--- src/rtl/limn2600_cache_ctrl_if.sv ---
// CPU-side and memory-side handshake signals of the Limn2600 cache controller.
// master: the cache controller. slave: the CPU/memory environment around it.
interface limn2600_cache_ctrl_if;
   logic        flush;
   logic        cpu_req;
   logic        cpu_we;
   logic [31:0] cpu_addr;
   logic [31:0] cpu_wdata;
   logic [31:0] cpu_rdata;
   logic        cpu_ready;
   logic        busy;
   logic        mem_req;
   logic        mem_we;
   logic [31:0] mem_addr;
   logic [31:0] mem_wdata;
   logic [31:0] mem_rdata;
   logic        mem_ack;

   modport master (
      input  flush, cpu_req, cpu_we, cpu_addr, cpu_wdata, mem_rdata, mem_ack,
      output cpu_rdata, cpu_ready, busy, mem_req, mem_we, mem_addr, mem_wdata
   );

   modport slave (
      output flush, cpu_req, cpu_we, cpu_addr, cpu_wdata, mem_rdata, mem_ack,
      input  cpu_rdata, cpu_ready, busy, mem_req, mem_we, mem_addr, mem_wdata
   );
endinterface

--- src/rtl/limn2600_cache_ctrl.sv ---
// Direct-mapped, write-through, no-write-allocate cache controller for Limn2600.
// Read misses fill a whole line word by word; writes always go to memory.
module limn2600_cache_ctrl #(
   parameter int unsigned LINES      = 16,
   parameter int unsigned LINE_WORDS = 4
) (
   input  logic                 clk,
   input  logic                 rst,
   limn2600_cache_ctrl_if.master bus
);
   localparam int unsigned INDEX_W = $clog2(LINES);
   localparam int unsigned OFF_W   = $clog2(LINE_WORDS);
   localparam int unsigned TAG_W   = 32 - 2 - OFF_W - INDEX_W;
   localparam int unsigned DEPTH   = LINES * LINE_WORDS;

   typedef enum logic [2:0] {
      S_IDLE,
      S_LOOKUP,
      S_FILL,
      S_WRITE,
      S_RESP
   } state_t;

   state_t r_state;
   state_t w_state_nxt;

   logic [31:2]        r_addr;
   logic [31:0]        r_wdata;
   logic               r_we;
   logic               r_hit;
   logic [OFF_W-1:0]   r_cnt;
   logic [LINES-1:0]   r_valid;
   logic [TAG_W-1:0]   r_tag_arr [LINES];
   logic [31:0]        r_data_arr [DEPTH];

   logic               r_cpu_ready;
   logic [31:0]        r_cpu_rdata;
   logic               r_busy;
   logic               r_mem_req;
   logic               r_mem_we;
   logic [31:0]        r_mem_addr;
   logic [31:0]        r_mem_wdata;

   logic [OFF_W-1:0]   w_off;
   logic [INDEX_W-1:0] w_idx;
   logic [TAG_W-1:0]   w_tag;
   logic               w_hit;
   logic               w_unused;

   logic               w_flush;
   logic               w_latch;
   logic               w_fill_wr;
   logic               w_fill_done;
   logic               w_write_upd;
   logic [OFF_W-1:0]   w_cnt_nxt;
   logic               w_cpu_ready_nxt;
   logic [31:0]        w_cpu_rdata_nxt;
   logic               w_mem_req_nxt;
   logic               w_mem_we_nxt;
   logic [31:0]        w_mem_addr_nxt;
   logic [31:0]        w_mem_wdata_nxt;

   // Byte-lane bits of the CPU address carry no meaning for word accesses
   assign w_unused = ^bus.cpu_addr[1:0];

   // Address fields and hit test, always on the latched request address
   assign w_off = r_addr[OFF_W+1:2];
   assign w_idx = r_addr[OFF_W+INDEX_W+1:OFF_W+2];
   assign w_tag = r_addr[31:OFF_W+INDEX_W+2];
   assign w_hit = r_valid[w_idx] && (r_tag_arr[w_idx] == w_tag);

   assign bus.cpu_ready = r_cpu_ready;
   assign bus.cpu_rdata = r_cpu_rdata;
   assign bus.busy      = r_busy;
   assign bus.mem_req   = r_mem_req;
   assign bus.mem_we    = r_mem_we;
   assign bus.mem_addr  = r_mem_addr;
   assign bus.mem_wdata = r_mem_wdata;

   // State register
   always_ff @(posedge clk or negedge rst) begin
      if (!rst) r_state <= S_IDLE;
      else      r_state <= w_state_nxt;
   end

   // Next-state and next-output decode
   always_comb begin
      w_state_nxt     = r_state;
      w_flush         = 1'b0;
      w_latch         = 1'b0;
      w_fill_wr       = 1'b0;
      w_fill_done     = 1'b0;
      w_write_upd     = 1'b0;
      w_cnt_nxt       = r_cnt;
      w_cpu_ready_nxt = 1'b0;
      w_cpu_rdata_nxt = r_cpu_rdata;
      w_mem_req_nxt   = r_mem_req;
      w_mem_we_nxt    = r_mem_we;
      w_mem_addr_nxt  = r_mem_addr;
      w_mem_wdata_nxt = r_mem_wdata;
      case (r_state)
         S_IDLE: begin
            if (bus.flush) begin
               w_flush = 1'b1;
            end else if (bus.cpu_req) begin
               w_latch     = 1'b1;
               w_state_nxt = S_LOOKUP;
            end
         end
         S_LOOKUP: begin
            if (r_we) begin
               w_state_nxt     = S_WRITE;
               w_mem_req_nxt   = 1'b1;
               w_mem_we_nxt    = 1'b1;
               w_mem_addr_nxt  = {r_addr[31:2], 2'b00};
               w_mem_wdata_nxt = r_wdata;
            end else if (w_hit) begin
               w_state_nxt     = S_RESP;
               w_cpu_ready_nxt = 1'b1;
               w_cpu_rdata_nxt = r_data_arr[{w_idx, w_off}];
            end else begin
               w_state_nxt    = S_FILL;
               w_cnt_nxt      = '0;
               w_mem_req_nxt  = 1'b1;
               w_mem_we_nxt   = 1'b0;
               w_mem_addr_nxt = {w_tag, w_idx, OFF_W'(0), 2'b00};
            end
         end
         S_FILL: begin
            if (r_mem_req && bus.mem_ack) begin
               w_fill_wr     = 1'b1;
               w_mem_req_nxt = 1'b0;
               if (r_cnt == OFF_W'(LINE_WORDS - 1)) begin
                  w_fill_done     = 1'b1;
                  w_state_nxt     = S_RESP;
                  w_cpu_ready_nxt = 1'b1;
                  w_cpu_rdata_nxt = (w_off == r_cnt) ? bus.mem_rdata
                                                     : r_data_arr[{w_idx, w_off}];
               end else begin
                  w_cnt_nxt = r_cnt + OFF_W'(1);
               end
            end else if (!r_mem_req) begin
               // Re-issue for the next word after the one-cycle gap
               w_mem_req_nxt  = 1'b1;
               w_mem_addr_nxt = {w_tag, w_idx, r_cnt, 2'b00};
            end
         end
         S_WRITE: begin
            if (r_mem_req && bus.mem_ack) begin
               w_write_upd     = r_hit;
               w_mem_req_nxt   = 1'b0;
               w_mem_we_nxt    = 1'b0;
               w_state_nxt     = S_RESP;
               w_cpu_ready_nxt = 1'b1;
            end
         end
         S_RESP: begin
            w_state_nxt = S_IDLE;
         end
         default: begin
            w_state_nxt = S_IDLE;
         end
      endcase
   end

   // Registered outputs, request latch, fill counter
   always_ff @(posedge clk or negedge rst) begin
      if (!rst) begin
         r_cpu_ready <= 1'b0;
         r_cpu_rdata <= '0;
         r_busy      <= 1'b0;
         r_mem_req   <= 1'b0;
         r_mem_we    <= 1'b0;
         r_mem_addr  <= '0;
         r_mem_wdata <= '0;
         r_cnt       <= '0;
         r_addr      <= '0;
         r_wdata     <= '0;
         r_we        <= 1'b0;
         r_hit       <= 1'b0;
      end else begin
         r_cpu_ready <= w_cpu_ready_nxt;
         r_cpu_rdata <= w_cpu_rdata_nxt;
         r_busy      <= (w_state_nxt != S_IDLE);
         r_mem_req   <= w_mem_req_nxt;
         r_mem_we    <= w_mem_we_nxt;
         r_mem_addr  <= w_mem_addr_nxt;
         r_mem_wdata <= w_mem_wdata_nxt;
         r_cnt       <= w_cnt_nxt;
         if (w_latch) begin
            r_addr  <= bus.cpu_addr[31:2];
            r_wdata <= bus.cpu_wdata;
            r_we    <= bus.cpu_we;
         end
         if (r_state == S_LOOKUP) r_hit <= w_hit;
      end
   end

   // Valid bits: cleared by reset or flush, set only once a fill completes
   always_ff @(posedge clk or negedge rst) begin
      if (!rst)             r_valid <= '0;
      else if (w_flush)     r_valid <= '0;
      else if (w_fill_done) r_valid[w_idx] <= 1'b1;
   end

   // Tag and data arrays (not reset; guarded by the valid bits)
   always_ff @(posedge clk) begin
      if (w_fill_wr)   r_data_arr[{w_idx, r_cnt}] <= bus.mem_rdata;
      if (w_write_upd) r_data_arr[{w_idx, w_off}] <= r_wdata;
      if (w_fill_done) r_tag_arr[w_idx] <= w_tag;
   end
endmodule

--- src/flat_wrapper.sv ---
// flat-port wrapper written by rule: the top's interface ports become plain ports
module limn2600_cache_ctrl_flat 
#(
   parameter int unsigned LINES      = 16,
   parameter int unsigned LINE_WORDS = 4
)
  (clk, rst, bus_flush, bus_cpu_req, bus_cpu_we, bus_cpu_addr, bus_cpu_wdata, bus_mem_rdata, bus_mem_ack, bus_cpu_rdata, bus_cpu_ready, bus_busy, bus_mem_req, bus_mem_we, bus_mem_addr, bus_mem_wdata);
  limn2600_cache_ctrl_if bus_i ();
  input  logic clk;
  input  logic rst;
  input wire logic [$bits(bus_i.flush)-1:0] bus_flush;
  input wire logic [$bits(bus_i.cpu_req)-1:0] bus_cpu_req;
  input wire logic [$bits(bus_i.cpu_we)-1:0] bus_cpu_we;
  input wire logic [$bits(bus_i.cpu_addr)-1:0] bus_cpu_addr;
  input wire logic [$bits(bus_i.cpu_wdata)-1:0] bus_cpu_wdata;
  input wire logic [$bits(bus_i.mem_rdata)-1:0] bus_mem_rdata;
  input wire logic [$bits(bus_i.mem_ack)-1:0] bus_mem_ack;
  output wire logic [$bits(bus_i.cpu_rdata)-1:0] bus_cpu_rdata;
  output wire logic [$bits(bus_i.cpu_ready)-1:0] bus_cpu_ready;
  output wire logic [$bits(bus_i.busy)-1:0] bus_busy;
  output wire logic [$bits(bus_i.mem_req)-1:0] bus_mem_req;
  output wire logic [$bits(bus_i.mem_we)-1:0] bus_mem_we;
  output wire logic [$bits(bus_i.mem_addr)-1:0] bus_mem_addr;
  output wire logic [$bits(bus_i.mem_wdata)-1:0] bus_mem_wdata;
  assign bus_i.flush = bus_flush;
  assign bus_i.cpu_req = bus_cpu_req;
  assign bus_i.cpu_we = bus_cpu_we;
  assign bus_i.cpu_addr = bus_cpu_addr;
  assign bus_i.cpu_wdata = bus_cpu_wdata;
  assign bus_i.mem_rdata = bus_mem_rdata;
  assign bus_i.mem_ack = bus_mem_ack;
  assign bus_cpu_rdata = bus_i.cpu_rdata;
  assign bus_cpu_ready = bus_i.cpu_ready;
  assign bus_busy = bus_i.busy;
  assign bus_mem_req = bus_i.mem_req;
  assign bus_mem_we = bus_i.mem_we;
  assign bus_mem_addr = bus_i.mem_addr;
  assign bus_mem_wdata = bus_i.mem_wdata;
  limn2600_cache_ctrl #(.LINES(LINES), .LINE_WORDS(LINE_WORDS)) u_core (.clk(clk), .rst(rst), .bus(bus_i));
endmodule
--- config.mk ---
export PLATFORM = sky130hd
export DESIGN_NAME = limn2600_cache_ctrl_flat
export DESIGN_NICKNAME = d
export VERILOG_FILES = /design/src/rtl/limn2600_cache_ctrl_if.sv /design/src/rtl/limn2600_cache_ctrl.sv /design/src/flat_wrapper.sv
export SDC_FILE = /design/constraint.sdc
export NUM_CORES = 2
export LEC_CHECK = 0
export BUFFER_PORTS_ARGS = -buffer_cell sky130_fd_sc_hd__buf_2
export CORE_UTILIZATION = 39
export CTS_CLUSTER_SIZE = 14
export DETAILED_ROUTE_END_ITERATION = 7
export PLACE_DENSITY = 0.59
export SLEW_MARGIN = 20
export SYNTH_ARGS = -nofsm -noshare
export SYNTH_HDL_FRONTEND = slang
export SYNTH_SLANG_ARGS = --single-unit
--- constraint.sdc ---
create_clock -name clk -period 5.5 [get_ports clk]
set_input_delay 0 -clock clk [delete_from_list [all_inputs] [get_ports clk]]
set_output_delay 0 -clock clk [all_outputs]
set_load 0.01 [all_outputs]
# Yosys cells after proc, flatten, opt, wreduce, memory -nomap -nowiden
# Memory sizes are Yosys's and may differ from the RTL's.
# Cells that the tools add are included.
# word_totals
output_inout_bits	100
regBits	185
mem_bits_rw	2432
memories	2
in_bits	102
# op_classes
magnitude_cmp	2
n_reduce_logical	16
n_bitwise	1
mux	62
eq_ne	16
addsub	1
# mem_list
memory	words	word_bits	rd	rd_clocked_by_memory_dff	write_ports	line_no	source
u_core.r_data_arr	64	32	1	0	1	limn2600_cache_ctrl.sv:34	logic [31:0] r_data_arr [DEPTH];
u_core.r_tag_arr	16	24	1	0	1	limn2600_cache_ctrl.sv:33	logic [TAG_W-1:0] r_tag_arr [LINES];
# op_table
op	n
32-bit two-way mux	10
32-bit one-hot mux with 2 select lines	2
16-bit two-way mux	2
32-bit OR reduction	1
1-bit two-way mux	29
24-bit == test	1
3-bit two-way mux	7
16-bit bitwise OR	1
3-bit one-hot mux with 4 select lines	1
2-bit inequality test (second input constant)	5
5-bit AND reduction	2
2-bit two-way mux	4
2-bit by 1-bit inequality test with 1-bit output (second input constant)	4
3-bit by 2-bit == test with 1-bit output (second input constant)	2
6-bit two-way mux	1
1-bit one-hot mux with 3 select lines	2
3-bit AND reduction	2
2-bit nonzero test	3
3-bit nonzero test	2
4-bit by 5-bit < comparator with 1-bit output (second input constant)	1
1-bit binary-select mux with 4-bit select	1
1-bit demux with 4-bit select	1
4-bit by 1-bit greater-or-equal comparator with 1-bit output (second input constant)	1
2-bit one-hot mux with 2 select lines	1
10 further kinds	12

# Logic depth before layout (Yosys ltp)
# logic_depth
depth_word	7
depth_mapped	15
ltp_nobuf	9

# Worst setup path after synthesis
# OpenSTA, ideal clock, no wires.
# synth_timing
path_kind	reg-to-reg
from	reg u_core.r_addr[2] (netlist name)
to	mem u_core.r_data_arr[21][0] (enable)
required_time_ns	5.079
setup_slack_ns	0.976
t_arrival_ns	4.102
setup_ns	0.421
stages_incl_launch_ff	10
period_less_slack_ns	4.524
cell_sequence	dfrtp_1 > clkbuf_1 > buf_2 > buf_2 > buf_2 > buf_1 > mux2i_1 > or3_1 > clkbuf_1 > nor2_1
# synth_via
elab_chain_cells	1
# synth_rtl
item	line_no	source
from (decl)	limn2600_cache_ctrl.sv:27	logic [31:2] r_addr;
from (signal assigned)	limn2600_cache_ctrl.sv:191	r_addr <= bus.cpu_addr[31:2];
6-bit two-way mux (no source line)	-	
to (decl)	limn2600_cache_ctrl.sv:34	
# No other way between the ends.

# Final worst setup path
# layout_timing
from	reg u_core.r_addr[4] (netlist name)
to	reg u_core.r_cpu_rdata[15] (netlist: u_core.bus.cpu_rdata[15])
# layout_via
elab_chain_cells	5
elab_cells_between_ends	14
classes_between	2 x eq/ne; 8 x mux; 2 x reduce/logical; 2 x memory
# layout_rtl
item	line_no	source
memory read 16 x 24 bit, or another cell as far along	-	
24-bit == test, or another cell as far along	limn2600_cache_ctrl.sv:70	assign w_hit = r_valid[w_idx] && (r_tag_arr[w_idx] == w_tag);
1-bit logical AND or 32-bit two-way mux (tied branches)	limn2600_cache_ctrl.sv:70, limn2600_cache_ctrl.sv:133	
2-bit by 1-bit inequality test with 1-bit output (no source line) or 32-bit two-way mux (tied branches)	-	
5-bit AND reduction (no source line) or 32-bit one-hot mux with 2 select lines (tied branches)	-	
to (signal assigned)	limn2600_cache_ctrl.sv:183	r_cpu_rdata <= w_cpu_rdata_nxt;
to (decl)	limn2600_cache_ctrl.sv:37	logic [31:0] r_cpu_rdata;
# Parallel ways exist; a longest one is shown, timed or not. The select of a mux whose other input is x is not followed.
# A chain may end at the register's enable or synchronous reset.

==> results.yml <==
outcome:
  status: "completed"
synthesis:
  synth_top_area_share_pct: 72.18
  async_flop_share_pct: 6.998
  ys_ff_latch: 2615
  synthTopCellsByArea: "edfxtp_1 (72%), mux4_2 (12%), dfrtp_1 (4.5%)"
  synth-edff-count: 2432
  ys.flop_type: "edfxtp_1"
  synth_area_leader_cell: "edfxtp_1"
  syn-mean-instance-area_um2: 21.00
  synth-seq-area-share_pct: 76.70
  synth_cell_types: 73
  yosysWarnings: 0
  synth_area_um2: 101200
  syn-instance-count: 4818
clock_network:
  clock_latency_ns: 0.93
  cts_buffer_depth: 4
  cts.sinks: 2615
  h-tree-depth: 5
  post_cts_buffers: 0
  cts_resized: 0
  clockRootBuffer: "clkbuf_16"
  tritoncts: "done"
  path_clk_slew_ns: 0.06
  cts_hold_buffers: 192
  cts_buffers: 280
floorplan:
  ios: 202
  fp-row-count: 186
  fp.dieH_um: 511.3
  core_area_um2: 257400
  start_util_pct: 39.31
  die-area_um2: 261500
  fp.dieW_um: 511.3
place:
  dp_hpwl_um: 162300
  place_inst: 8354
  routabilityCongestion: 0.8305
  port_buffers: 197
route:
  dr_total_vias: 51430
  drt-pass1-iter-count: 5
  post_drt_wl_per_cell_um: 29.85
  first_iter_violations: 5742
  route.detailed.drc: 0
  ant_nets: 0
  drt_wl_total_um: 269200
  avgViaCountPerCell: 5.703
finish:
  final_nets: 5547
  utilization_pct: 46.03
  fin_cells: 9018
  n_fill_cell: 21430
  syn_to_final_growth_pct: 17.10
  drive_gt1_share_pct: 28.05
pwr:
  comb_power_share_pct: 29.3
  fin_total_pwr_mw: 59.62
  p_sw_mw: 19.05
  switching_share_pct: 31.95
  seq_power_share_pct: 41.0
  peakVddDrop_uv: 340.2
  pwr-share-clk_pct: 29.7
  leakage_nw: 38.67
  pwr_density_cell_nw_per_um2: 503.2
  p_int_mw: 40.57
timing:
  whs_ns: 0.06805
  timing.fmax_mhz: 214.6
  period_needed_ns: 4.660
  hold_viol: 0
  worst_pin_slew_ns: 1.274
  fin_tns_setup_ns: 0
  grt_setup_unrepaired: "false"
  setup_viol: 0
  timing.final.crit_share_pct: 84.73
  slew-limit-headroom_pct: 15.09
  report.final.slew_viol_count: 0
  finClkSkew_ns: 0.04785
grt:
  grt_use_met3_pct: 3.018
  antenna_found_initial: 18
  grt_max_degree: 119
  busiest_layer: "met2"
  grt_pass1_wl_um: 383500
  grt_pass1_vias: 52020
  grtUsageTotal_pct: 20.41
  use_met2_pct: 33.30
  grt-ovfl-total: 0
  grt_use_met1_pct: 28.77
worst_setup_path:
  crit_fanout: 28
  cp-end-kind: "register"
  arrival_ns: 5.46
  worst-endpoint-required_ns: 6.30
  critPathKind: "reg -> reg"
  critPathLaunchType: "register"
flow_run:
  drv_cap: 0
worst_hold_path:
  hold_path.class: "in -> reg"
[critical path, cell delays in order (launching register included)]
cell and delay (ns):
dfrtp_4 0.89, buf_12 0.30, mux4_2 0.51, mux2i_1 0.27, nor2_1 0.09, a2111oi_2 0.49
nand3_1 0.20, a211o_1 0.33, nor4_4 0.51, a21oi_4 0.31, buf_4 0.33, o32ai_2 0.28
[power groups by stage]
stage	clock network, mW	logic (mW)	registers [mW]
4_1_cts	18.0	17.6	24.4
2_1_floorplan	0	10.9	24.1
3_5_place_dp	0	17.3	24.9
6_report	17.7	17.5	24.5
3_3_place_gp	0	17.3	24.8
5_1_grt	18.7	18.4	24.6
[metal layers]
layer | share of wire, % | up-vias
li1 | - | 21210
met1 | 43 | 27860
met2 | 49 | 1977
met3 | 6.5 | 389
met4 | 2.3 | 0
met5 | 0 | -
[synthesized netlist by cell type, types with 19 or more instances]
cell type and number:
a21oi_1 71, a22oi_1 73, buf_1 51, buf_2 42, clkbuf_1 149, dfrtp_1 183
edfxtp_1 2432, mux2_1 33, mux2_2 136, mux2i_1 234, mux4_2 560, nand2_1 247
nand2b_1 30, nand3_1 24, nand4_1 19, nor2_1 135, nor3_1 20, o211ai_1 26
o21ai_0 39, o221ai_1 34, o22ai_1 35
[cell usage in the layout (no fill, tap or decap), types with 14 or more instances in the layout]
cell           Yosys  final
bufinv_16          0     14
clkinv_2           0     32
edfxtp_1        2432   2432
nand2_1          247    245
buf_12             0     41
buf_2             42    196
o221ai_1          34     34
clkbuf_1         149     65
nand4_1           19     19
mux2_4             6     19
xnor2_1           18     18
nand2b_1          30     30
mux2i_1          234    234
nor2_4             0     73
o21ai_0           39     39
a21oi_1           71     71
buf_4             16    175
mux2_1            33     33
o22ai_1           35     35
a31oi_1           14     14
mux4_2           560    560
nor2_1           135     60
nor2b_1           18     17
clkbuf_16          0    287
clkinv_1           1     52
dlygate4sd3_1      0    191
o211ai_1          26     26
dfrtp_1          183    177
a22oi_1           73     73
nand3_1           24     23
mux2_2           136    123
o21a_1            17     17
[cell type report]
cell class | count | area, um^2 | area share (%)
sequential | 2615 | 77630 | 65.52
timing repair buffer | 606 | 5097 | 4.302
tap | 3384 | 4234 | 3.574
multi-input combinational | 1929 | 23070 | 19.47
clock inverter | 112 | 903.4 | 0.7625
clock buffer | 356 | 7481 | 6.314
antenna | 4 | 10.01 | 0.008449
inverter | 12 | 52.55 | 0.04435
[per-stage QoR]
step                setup slack (ns)  area, um^2
detailed placement            0.7993      108100
global placement              0.8315      108100
global route                  0.6430      118500
CTS                           0.8258      118400
floorplan                     0.9763      101200
finish                        0.8398      118500
[kinds of logic (layout without fill, tap and decap cells)]
family,count (synthesis),count (layout),synth area share [%]
AOI/OAI and AO/OA,397,397,2.789
xor gates and xnor gates,26,26,0.2251
adders and majority gates,1,1,0.01236
buffers and inverters,275,1086,1.169
DFF,2615,2615,76.70
muxes,969,969,16.75
other,1,6,0.003706
and+or+nand+nor,534,534,2.347
[state kept, by name, indices dropped and copies added, names as in the netlist, 16 cells and up]
name and flops:
u_core.r_tag_arr 384, u_core.r_addr 30, u_core.r_data_arr 2048, u_core.r_valid 16, u_core.bus.mem_wdata 32, u_core.bus.cpu_rdata 32
u_core.r_wdata 32, u_core.bus.mem_addr 30
[path summary, 6_finish.rpt]
kind                                                              to  cells past startpoint                                 from  slack, ns
worst max-delay path            u_core.bus.cpu_rdata[15]$_DFFE_PN0P_                     11         u_core.r_addr[4]$_DFFE_PN0P_       0.84
worst min-delay path                    u_core.r_addr[7]$_DFFE_PN0P_                      4                          bus_cpu_req       0.07
worst max register to register  u_core.bus.cpu_rdata[15]$_DFFE_PN0P_                     11         u_core.r_addr[4]$_DFFE_PN0P_       0.84
worst min register to register   u_core.bus.mem_wdata[3]$_DFFE_PN0P_                      2  u_core.bus.mem_wdata[3]$_DFFE_PN0P_       0.47
max in group asynchronous               u_core.r_addr[2]$_DFFE_PN0P_                      4                                  rst       4.51
min in group asynchronous         u_core.bus.mem_addr[7]$_DFFE_PN0P_                      4                                  rst       0.19
(Power assumes the default switching activity.)
